File: src/rtl/vreg_load_unit.sv
// Vector load sequencer: fetches W-bit memory words one request at a time, packs them
// into M-bit vectors and writes a burst of vectors into consecutive vector registers.
module vreg_load_unit #(
    parameter int N  = 4,
    parameter int M  = 128,
    parameter int W  = 32,
    parameter int AW = 16
) (
    input  logic          clk,
    input  logic          rst_n,
    input  logic          cmd_valid,
    output logic          cmd_ready,
    input  logic [N-1:0]  cmd_vreg,
    input  logic [AW-1:0] cmd_addr,
    input  logic [N-1:0]  cmd_count,
    output logic          mem_req,
    output logic [AW-1:0] mem_addr,
    input  logic          mem_gnt,
    input  logic          mem_rvalid,
    input  logic [W-1:0]  mem_rdata,
    output logic          vreg_we,
    output logic [N-1:0]  vreg_addr,
    output logic [M-1:0]  vreg_wdata,
    output logic          busy,
    output logic          done
);

    localparam int B  = M / W;
    localparam int BW = (B > 1) ? $clog2(B) : 1;

    localparam logic [BW-1:0] BEAT_ZERO = {BW{1'b0}};
    localparam logic [BW-1:0] BEAT_ONE  = BW'(1);
    localparam logic [BW-1:0] LAST_BEAT = BW'(B - 1);
    localparam logic [N-1:0]  CNT_ZERO  = {N{1'b0}};
    localparam logic [N-1:0]  CNT_ONE   = N'(1);
    localparam logic [AW-1:0] ADDR_ONE  = AW'(1);

    typedef enum logic [2:0] {
        ST_IDLE  = 3'd0,
        ST_REQ   = 3'd1,
        ST_WAIT  = 3'd2,
        ST_WRITE = 3'd3,
        ST_DONE  = 3'd4
    } state_t;

    state_t         state_r;
    state_t         state_s;
    logic [AW-1:0]  cur_addr_r;
    logic [N-1:0]   cur_vreg_r;
    logic [N-1:0]   cnt_r;
    logic [BW-1:0]  beat_r;
    logic [M-1:0]   pack_r;
    logic           cmd_ready_r;
    logic           mem_req_r;
    logic           vreg_we_r;
    logic           busy_r;
    logic           done_r;

    // State register.
    always_ff @(posedge clk or negedge rst_n) begin
        if (!rst_n) begin
            state_r <= ST_IDLE;
        end else begin
            state_r <= state_s;
        end
    end

    // Next-state decode.
    always_comb begin
        state_s = state_r;
        case (state_r)
            ST_IDLE: begin
                if (cmd_valid) begin
                    state_s = ST_REQ;
                end else begin
                    state_s = ST_IDLE;
                end
            end
            ST_REQ: begin
                if (mem_gnt) begin
                    state_s = ST_WAIT;
                end else begin
                    state_s = ST_REQ;
                end
            end
            ST_WAIT: begin
                if (mem_rvalid) begin
                    if (beat_r == LAST_BEAT) begin
                        state_s = ST_WRITE;
                    end else begin
                        state_s = ST_REQ;
                    end
                end else begin
                    state_s = ST_WAIT;
                end
            end
            ST_WRITE: begin
                if (cnt_r == CNT_ZERO) begin
                    state_s = ST_DONE;
                end else begin
                    state_s = ST_REQ;
                end
            end
            ST_DONE: begin
                state_s = ST_IDLE;
            end
            default: begin
                state_s = ST_IDLE;
            end
        endcase
    end

    // Burst bookkeeping and lane packing; the pack register is never cleared between vectors.
    always_ff @(posedge clk or negedge rst_n) begin
        if (!rst_n) begin
            cur_addr_r <= {AW{1'b0}};
            cur_vreg_r <= CNT_ZERO;
            cnt_r      <= CNT_ZERO;
            beat_r     <= BEAT_ZERO;
            pack_r     <= {M{1'b0}};
        end else begin
            case (state_r)
                ST_IDLE: begin
                    if (cmd_valid) begin
                        cur_addr_r <= cmd_addr;
                        cur_vreg_r <= cmd_vreg;
                        cnt_r      <= cmd_count;
                        beat_r     <= BEAT_ZERO;
                    end
                end
                ST_REQ: begin
                    if (mem_gnt) begin
                        cur_addr_r <= cur_addr_r + ADDR_ONE;
                    end
                end
                ST_WAIT: begin
                    if (mem_rvalid) begin
                        for (int i = 0; i < B; i++) begin
                            if (beat_r == BW'(i)) begin
                                pack_r[i*W +: W] <= mem_rdata;
                            end
                        end
                        if (beat_r != LAST_BEAT) begin
                            beat_r <= beat_r + BEAT_ONE;
                        end
                    end
                end
                ST_WRITE: begin
                    if (cnt_r != CNT_ZERO) begin
                        cnt_r      <= cnt_r - CNT_ONE;
                        cur_vreg_r <= cur_vreg_r + CNT_ONE;
                        beat_r     <= BEAT_ZERO;
                    end
                end
                default: begin
                    beat_r <= beat_r;
                end
            endcase
        end
    end

    // Control outputs registered from the next state so they line up with the state register.
    always_ff @(posedge clk or negedge rst_n) begin
        if (!rst_n) begin
            cmd_ready_r <= 1'b0;
            mem_req_r   <= 1'b0;
            vreg_we_r   <= 1'b0;
            busy_r      <= 1'b0;
            done_r      <= 1'b0;
        end else begin
            cmd_ready_r <= (state_s == ST_IDLE);
            mem_req_r   <= (state_s == ST_REQ);
            vreg_we_r   <= (state_s == ST_WRITE);
            busy_r      <= (state_s != ST_IDLE);
            done_r      <= (state_s == ST_DONE);
        end
    end

    assign cmd_ready  = cmd_ready_r;
    assign mem_req    = mem_req_r;
    assign mem_addr   = cur_addr_r;
    assign vreg_we    = vreg_we_r;
    assign vreg_addr  = cur_vreg_r;
    assign vreg_wdata = pack_r;
    assign busy       = busy_r;
    assign done       = done_r;

endmodule

File: config.mk
export PLATFORM = sky130hd
export DESIGN_NAME = vreg_load_unit
export DESIGN_NICKNAME = d
export VERILOG_FILES = /design/src/rtl/vreg_load_unit.sv
export SDC_FILE = /design/constraint.sdc
export NUM_CORES = 1
export LEC_CHECK = 0
export BUFFER_PORTS_ARGS = -buffer_cell sky130_fd_sc_hd__buf_4
export CORE_ASPECT_RATIO = 0.7
export CORE_MARGIN = 2
export CORE_UTILIZATION = 55
export CTS_CLUSTER_SIZE = 14
export DETAILED_ROUTE_END_ITERATION = 12
export MAX_ROUTING_LAYER = met4
export PLACE_DENSITY = 0.95
export SETUP_SLACK_MARGIN = 0.4
export SYNTH_ARGS = -nofsm -noshare
export SYNTH_HDL_FRONTEND = slang
export SYNTH_SLANG_ARGS = --single-unit
File: constraint.sdc
create_clock -name clk -period 3.8 [get_ports clk]
set_clock_uncertainty 0.05 [all_clocks]
set_input_delay 0.38 -clock clk [delete_from_list [all_inputs] [get_ports clk]]
set_output_delay 0.38 -clock clk [all_outputs]
set_load 0.005 [all_outputs]
==> metrics.txt, run 1 <==
min Tclk post-route=2530 ps; gate count of the mapped netlist=499; period utilisation layout=66.5%; FP Rows=34; I/O Buffers=213; buffers from clock root to sink, at most=2; cell area after synthesis=0.00687 sq mm; 1st-pass router iterations=8; flops & latches, synth=162; Post-Syn Nets=567; first-pass GRT wire length=27300 microns; CTS Buf Count=17; CP required=4040 ps; area taken by multi-input logic gates=0.00265 sq mm; latest clock arrival within the worst-skew pair=410 ps; antenna viol nets, final=0; Fmax=396 MHz; Die H=97.5 microns; root buffer cell=clkbuf_16; setup bufs post-CTS=0; commonest cells after routing, fill and taps aside=buf_4 (217), dfrtp_1 (162), mux2_2 (101); Slew @ Worst Pin=1050 ps; Residual DRC=0; largest net degree at the start of global routing=118; Clock transition at path regs=70 ps; Setup CP Type=flip-flop to flip-flop; final setup fails=0; Vias/cell=5.72; layout net count=776; CTS hold repair buffers=0; core box area=0.0123 sq mm; drt total wl=17400 microns; crit path max fanout=33; Setup WS pre-CTS=1300 ps; CP endpoint kind=flip-flop; post_cts resized=0; initial core utilization=55.8%; Yosys warnings=0; Clock Sink Count=162; async set-reset flop share out of synthesis=100%; Worst setup SP type=flip-flop; Vias=5049; Die X=138 microns; share of cells above drive strength 1=54.2%; Max Slew Vio Count=0; Leakage=0.00455 uW; Post-DP Area=0.00858 sq mm; number of global-route vias before repair=5139; final hold vios=0; PwrDens=863 mW/mm^2; max_slew headroom=29.7%; max-cap violations=0; data arrival time of the worst path=2760 ps; Layout area overhead=33.1%; setup TNS=0 ps; Setup WS post-layout=1270 ps; Unique masters post-synth=46; Congestion Overflow GR=0; H-tree Lvls=4; Final Total Pwr=7880 uW; gr usage total=27.3%; post-synthesis sequential area ratio=59.0%; register area=0.00405 sq mm; Hold Crit Class=primary input to async pin; die area=0.0134 sq mm; RSZ-0062 raised after global routing=no; Peak VDD IR=0.000446 V; post-DP HPWL=11900 microns; diode count=0; Primary FF master, synth=dfrtp_1; I/O pins=214; commonest non-fill, non-tap cell in the layout=buf_4; fill count=797; final instance area=0.00914 sq mm; initial antenna violation count=0; status=finished, final reports clean; Initial DRC Count=197; Post-synth EDFFs=0; RePlAce Congestion=0.983; routed len/inst=19.7 microns; syn avg cell area=13.8 sq um; CTS tree=built
critical path, cell delays in order, from the launching register on:
cell      delay [ps]
dfrtp_1          550
and3b_1          390
nand2_1          150
a221oi_4         300
buf_4            560
mux2_2           400
report_power, final:
group	leakage [uW]	switching [uW]	total, uW	internal, uW
clock	0.000264	717	1600	883
combinational	0.00225	1310	3200	1890
sequential	0.00204	588	3080	2490
total	0.00455	2620	7880	5260
registers in the layout, indices dropped and copies added, names as in the netlist, 2 cells and up:
name        cells
beat_r          2
cnt_r           4
mem_addr       16
state_r         3
vreg_addr       4
vreg_wdata    128
per-layer routing:
layer	vias up	share of wire, %	track usage, %
met2	245	50	43.8
met1	2544	41	35.0
met5	-	0	-
met3	38	7.3	6.36
li1	2222	-	-
met4	0	2.0	7.69
cell usage after synthesis, types with 2 or more instances:
cell	n	share of area [%]
dfrtp_1	162	59
mux2_2	101	17
mux2_4	29	6.3
a21oi_1	25	1.8
o21ai_0	21	1.5
nand2_1	17	0.93
nor2_1	15	0.82
buf_2	14	1.0
nand3_1	12	0.87
clkbuf_1	11	0.60
inv_1	10	0.55
ha_1	7	1.3
nand4_1	7	0.64
a2bb2oi_1	6	0.77
nor3_1	5	0.36
o22ai_1	5	0.46
and3_1	3	0.27
and4_1	3	0.38
buf_6	3	0.49
mux2i_1	3	0.44
nor3b_1	3	0.33
or3_1	3	0.27
or3b_2	3	0.38
a211oi_1	2	0.22
a31oi_1	2	0.18
and2_1	2	0.18
nand3b_1	2	0.22
nor2b_1	2	0.18
nor4_1	2	0.18
o31ai_1	2	0.22
or4_1	2	0.22
through the flow:
step | utilization, % | hold WS, ps | std cells
4_1_cts | 74.3 | 114 | 883
3_5_place_dp | 69.8 | 411 | 851
2_1_floorplan | - | 34.4 | 499
6_report | 74.3 | 55.9 | 883
3_3_place_gp | 69.8 | 414 | 851
5_1_grt | 74.3 | 155 | 883
cell type report:
type	count	share of cell area, %
Sequential cell	162	44.4
Multi-Input combinational cell	299	29.0
Timing Repair Buffer	218	18.0
Clock buffer	20	5.00
Tap cell	162	2.22
Clock inverter	12	1.07
Inverter	10	0.411
logic make-up after synthesis:
| kind of cell | share of synthesized area (%) |
|---|---|
| AO/OA/AOI/OAI | 6.51 |
| AND/OR/NAND/NOR | 7.16 |
| flip-flops | 59.0 |
| multiplexers | 23.3 |
| adder cells (fa/ha/maj) | 1.28 |
| buffers and inverters | 2.66 |
final timing paths:
| kind | startpoint | endpoint | slack [ps] | cells after the start |
|---|---|---|---|---|
| min reg2reg | cnt_r[3]$_DFFE_PN0P_ | cnt_r[3]$_DFFE_PN0P_ | 440 | 1 |
| min in group clk | mem_rdata[11] | vreg_wdata[107]$_DFFE_PN0P_ | 170 | 2 |
| max | state_r[2]$_DFF_PN0_ | vreg_wdata[127]$_DFFE_PN0P_ | 1270 | 5 |
| max in group asynchronous | rst_n | vreg_wdata[78]$_DFFE_PN0P_ | 2640 | 2 |
| max reg2reg | state_r[2]$_DFF_PN0_ | vreg_wdata[127]$_DFFE_PN0P_ | 1270 | 5 |
| min | rst_n | vreg_wdata[64]$_DFFE_PN0P_ | 60 | 1 |
No activity file was read; power rests on OpenSTA's default activity.
==> inputs of run 2 (changes only) <==
--- a/config.mk
+++ b/config.mk
@@ -8,11 +8,11 @@
 export BUFFER_PORTS_ARGS = -buffer_cell sky130_fd_sc_hd__buf_4
 export CORE_ASPECT_RATIO = 0.7
 export CORE_MARGIN = 2
-export CORE_UTILIZATION = 55
+export CORE_UTILIZATION = 51
 export CTS_CLUSTER_SIZE = 14
 export DETAILED_ROUTE_END_ITERATION = 12
 export MAX_ROUTING_LAYER = met4
-export PLACE_DENSITY = 0.95
+export PLACE_DENSITY = 0.92
 export SETUP_SLACK_MARGIN = 0.4
 export SYNTH_ARGS = -nofsm -noshare
 export SYNTH_HDL_FRONTEND = slang
==> constraint.sdc (replaced) <==
create_clock -name clk -period 2.6 [get_ports clk]
set_clock_uncertainty 0.05 [all_clocks]
set_input_delay 0.26 -clock clk [delete_from_list [all_inputs] [get_ports clk]]
set_output_delay 0.26 -clock clk [all_outputs]
set_load 0.005 [all_outputs]
==> run 2 against run 1 <==
Worst setup slack lost 830 ps. Sequential share of layout area down 1.8 points. Power up 55%. Critical endpoint is now vreg_wdata[122]$_DFFE_PN0P_. Utilization is 1.7 points lower. Final cell count grew 2.3%. Largest power group unchanged. Sequential cell count stayed put. Clock power up 67%. Highest routed layer unchanged. Die area grew 7.6%. First-iteration DRC count up 44%.
==> metrics.txt, run 2 (synthesis gave the netlist of run 1 again) <==
status=finished, final reports clean; min Tclk post-route=2160 ps; buffers from clock root to sink, at most=2; largest net degree at the start of global routing=76; final hold vios=0; initial core utilization=52.3%; Initial DRC Count=284; Fmax=464 MHz; PwrDens=1280 mW/mm^2; RePlAce Congestion=0.955; layout net count=792; I/O Buffers=213; commonest cells after routing, fill and taps aside=buf_4 (223), dfrtp_1 (160), mux2_2 (98); Congestion Overflow GR=0; I/O pins=214; Hold Crit Class=primary input to flip-flop; RSZ-0062 raised after global routing=yes; root buffer cell=clkbuf_16; commonest non-fill, non-tap cell in the layout=buf_4; Clock Sink Count=162; max-cap violations=0; routed len/inst=19.9 microns; FF-to-FF Start=state_r[1]$_DFF_PN0_; first-pass GRT wire length=27200 microns; register area=0.00406 sq mm; antenna viol nets, final=0; Residual DRC=0; Clock transition at path regs=70 ps; Worst setup SP type=flip-flop; number of global-route vias before repair=5194; Max Slew Vio Count=0; hold path start=cmd_addr[15]; Layout area overhead=38.9%; Setup WS pre-CTS=265 ps; Peak VDD IR=0.000642 V; area taken by multi-input logic gates=0.00271 sq mm; Post-DP Area=0.00870 sq mm; final setup fails=0; Setup WS post-layout=443 ps; crit path from=state_r[1]$_DFF_PN0_; Vias/cell=5.61; Final Total Pwr=12200 uW; CP required=2840 ps; crit path max fanout=15; share of cells above drive strength 1=56.2%; drt total wl=18000 microns; Leakage=0.00473 uW; data arrival time of the worst path=2400 ps; initial antenna violation count=0; final hold slack=42.3 ps; CTS tree=built; FP Rows=35; Setup CP Type=flip-flop to flip-flop; setup TNS=0 ps; 1st-pass router iterations=5; period utilisation layout=83.0%; post-DP HPWL=12400 microns; Die X=143 microns; Vias=5068; Die H=101 microns; gr usage total=25.5%; CP endpoint kind=flip-flop; max reg flops=128; fill count=851; latest clock arrival within the worst-skew pair=400 ps; die area=0.0144 sq mm; core box area=0.0131 sq mm; Slew @ Worst Pin=703 ps; diode count=0; max_slew headroom=53.2%; final instance area=0.00954 sq mm; H-tree Lvls=4; CTS Buf Count=17
==> run 2: worst max-delay path: stages, from the launching register on <==
cell	delay (ps)
dfrtp_2	500
o21ai_0	300
o21ai_2	170
a221oi_4	340
buf_6	200
buf_12	150
mux2_4	320
==> run 2: layout make-up <==
| type | instances | share of cell area [%] |
|---|---|---|
| multi-input cells | 299 | 28.4 |
| repair buffers | 234 | 19.8 |
| inverters | 10 | 0.394 |
| clock inverters | 11 | 1.84 |
| well taps | 166 | 2.18 |
| flip-flops and latches | 162 | 42.5 |
| clock buffers | 21 | 4.83 |
==> run 2: worst paths after layout <==
check,end,slack [ps],cells past startpoint
hold / removal,mem_addr[15]$_DFFE_PN0P_,40,3
min in group asynchronous,mem_addr[1]$_DFFE_PN0P_,420,2
hold reg to reg,vreg_wdata[63]$_DFFE_PN0P_,460,1
setup / recovery,vreg_wdata[122]$_DFFE_PN0P_,440,6
max in group asynchronous,vreg_wdata[72]$_DFFE_PN0P_,1380,3
setup reg to reg,vreg_wdata[122]$_DFFE_PN0P_,440,6
==> run 2: power breakdown <==
| group | switching (uW) | total, uW | leakage [uW] | internal (uW) |
|---|---|---|---|---|
| clock | 1000 | 2670 | 0.000304 | 1670 |
| combinational | 2020 | 5030 | 0.00239 | 3010 |
| sequential | 870 | 4520 | 0.00203 | 3650 |
| total | 3890 | 12200 | 0.00473 | 8330 |
==> run 2: repair_timing <==
item                                    4_1_cts  5_1_grt
gates cloned                                  1        2
gates resized for setup                      12       13
hold buffers                                  1        0
pin swaps                                     1        1
endpoints found under the setup margin       33       34
setup buffers                                 1        1
hold endpoints to repair                     72        0
==> run 2: layer usage <==
metal | track usage (%) | wire length, microns | vias to the layer above
li1 | - | - | 2263
met1 | 32.6 | 7530 | 2527
met2 | 40.3 | 8770 | 237
met3 | 5.65 | 1220 | 41
met4 | 9.67 | 463 | 0
met5 | - | 0 | -
==> run 2: stage by stage <==
stage,util [%],cells
after floorplan,-,499
after global placement,66.2,865
after detailed placement,66.2,865
after CTS,71.7,900
after global routing,72.6,903
final,72.6,903
==> inputs of run 3 (changes only) <==
==> constraint.sdc (replaced) <==
create_clock -name clk -period 2.18 [get_ports clk]
set_clock_uncertainty 0.05 [all_clocks]
set_input_delay 0.218 -clock clk [delete_from_list [all_inputs] [get_ports clk]]
set_output_delay 0.218 -clock clk [all_outputs]
set_load 0.005 [all_outputs]
==> run 3 against run 2 <==
Sequential cell count unchanged. Via count increased by 4.4%. Die area unchanged. Non-clock buffer count increased by 28. Utilization increased by 3.2 points. Power increased by 23%. Critical path type unchanged. Critical endpoint is now vreg_wdata[127]$_DFFE_PN0P_. Largest cell class unchanged.
==> metrics.txt, run 3 (synthesis gave the netlist of run 1 again) <==
CP required=2420 ps; largest net degree at the start of global routing=62; antenna viol nets, final=0; routed len/inst=21.0 microns; H-tree Lvls=4; latest clock arrival within the worst-skew pair=410 ps; Slew @ Worst Pin=604 ps; crit path from=beat_r[0]$_DFFE_PN0P_; PwrDens=1510 mW/mm^2; I/O pins=214; share of cells above drive strength 1=60.6%; hold path start=mem_rdata[9]; Finished Layout Cells=931; gr usage total=26.9%; root buffer cell=clkbuf_16; dpl cells=872; Leakage=0.00490 uW; CP endpoint kind=flip-flop; core box area=0.0131 sq mm; Clock transition at path regs=70 ps; period utilisation layout=97.2%; I/O Buffers=213; initial antenna violation count=1; layout net count=820; Residual DRC=0; FP Rows=35; Fmax=472 MHz; buffers from clock root to sink, at most=2; max incr delay on CP=410 ps; RSZ-0062 raised after global routing=yes; Clock Sink Count=162; Worst setup SP type=flip-flop; Max Slew Vio Count=0; Critical-path top delay cell=or3b_4; Final Total Pwr=15000 uW; die area=0.0144 sq mm; RePlAce Congestion=0.939; 1st-pass router iterations=5; setup TNS=0 ps; Post-DP Area=0.00880 sq mm; crit path max fanout=8; status=finished, final reports clean; Vias=5289; drt total wl=19600 microns; final setup fails=0; CTS tree=built; FF-to-FF Start=beat_r[0]$_DFFE_PN0P_; final instance area=0.00995 sq mm; Layout area overhead=44.9%; Congestion Overflow GR=0; final core occ=75.7%; Setup CP Type=flip-flop to flip-flop; max-cap violations=0; max_slew headroom=59.7%; Vias/cell=5.68; post-DP HPWL=13000 microns; Initial DRC Count=345; commonest cells after routing, fill and taps aside=buf_4 (235), dfrtp_1 (155), mux2_2 (98); worst-path cell chain=ha_2, nor2b_2, or3b_4, a221oi_4, buf_6, buf_12, mux2_4; first-pass GRT wire length=28800 microns; Peak VDD IR=0.000709 V; Die H=101 microns; commonest non-fill, non-tap cell in the layout=buf_4; fill count=838; CTS Buf Count=17; final hold vios=0; max reg flops=128; Die X=143 microns; Hold Crit Class=primary input to flip-flop; number of global-route vias before repair=5317; min Tclk post-route=2120 ps; initial core utilization=52.3%; data arrival time of the worst path=2360 ps
[run 3: worst paths after layout]
| path | end | depth (start not counted) | slack (ps) |
|---|---|---|---|
| max reg2reg | vreg_wdata[127]$_DFFE_PN0P_ | 7 | 60 |
| min reg2reg | vreg_wdata[74]$_DFFE_PN0P_ | 1 | 460 |
| max | vreg_wdata[127]$_DFFE_PN0P_ | 7 | 60 |
| min in group asynchronous | mem_addr[0]$_DFFE_PN0P_ | 2 | 310 |
| min | vreg_wdata[105]$_DFFE_PN0P_ | 2 | 10 |
| max in group asynchronous | vreg_wdata[16]$_DFFE_PN0P_ | 3 | 1070 |
[run 3: area by class of cell]
class / count / area (sq um) / area share [%]
diodes: 1 / 2.50 / 0.0252
well taps: 166 / 208 / 2.09
clock buffers: 18 / 429 / 4.31
flip-flops and latches: 162 / 4060 / 40.8
multi-input cells: 299 / 2830 / 28.5
inverters: 10 / 37.5 / 0.377
clock inverters: 13 / 128 / 1.28
repair buffers: 262 / 2250 / 22.6
[run 3: routing by layer]
metal,up-vias,part of all wire (%),track usage [%]
li1,2325,-,-
met1,2714,44,35.8
met2,228,49,42.7
met3,22,5.9,5.56
met4,0,1.4,7.31
met5,-,0,-
[run 3: critical path: cells and delay by family, from the launching register on]
kind | cells | cell delay (ps)
simple gates | 2 | 470
flops | 1 | 370
buf+inv | 2 | 350
mux | 1 | 310
compound gates | 1 | 280
fa+ha+maj | 1 | 190
[run 3: report_power, final]
group          switching (uW)  total, uW  internal, uW
Sequential               1050       5410          4360
Combinational            2710       6740          4020
Clock                    1250       2840          1590
[run 3: through the flow]
stage	worst slack (ps)	hold slack (ps)
6_report	61.0	12.7
5_1_grt	9.34	3.98
4_1_cts	63.3	2.58
3_5_place_dp	26.1	187
3_3_place_gp	86.7	182
2_1_floorplan	172	-128
[run 3: timing repair]
| item | CTS | global route |
|---|---|---|
| pin swaps | 9 | 8 |
| hold buffers | 1 | 0 |
| buffers inserted | 12 | 7 |
| endpoints found under the hold margin | 59 | 0 |
| endpoints found under the setup margin | 142 | 77 |
| gates resized for setup | 38 | 39 |
| gates cloned | 4 | 3 |
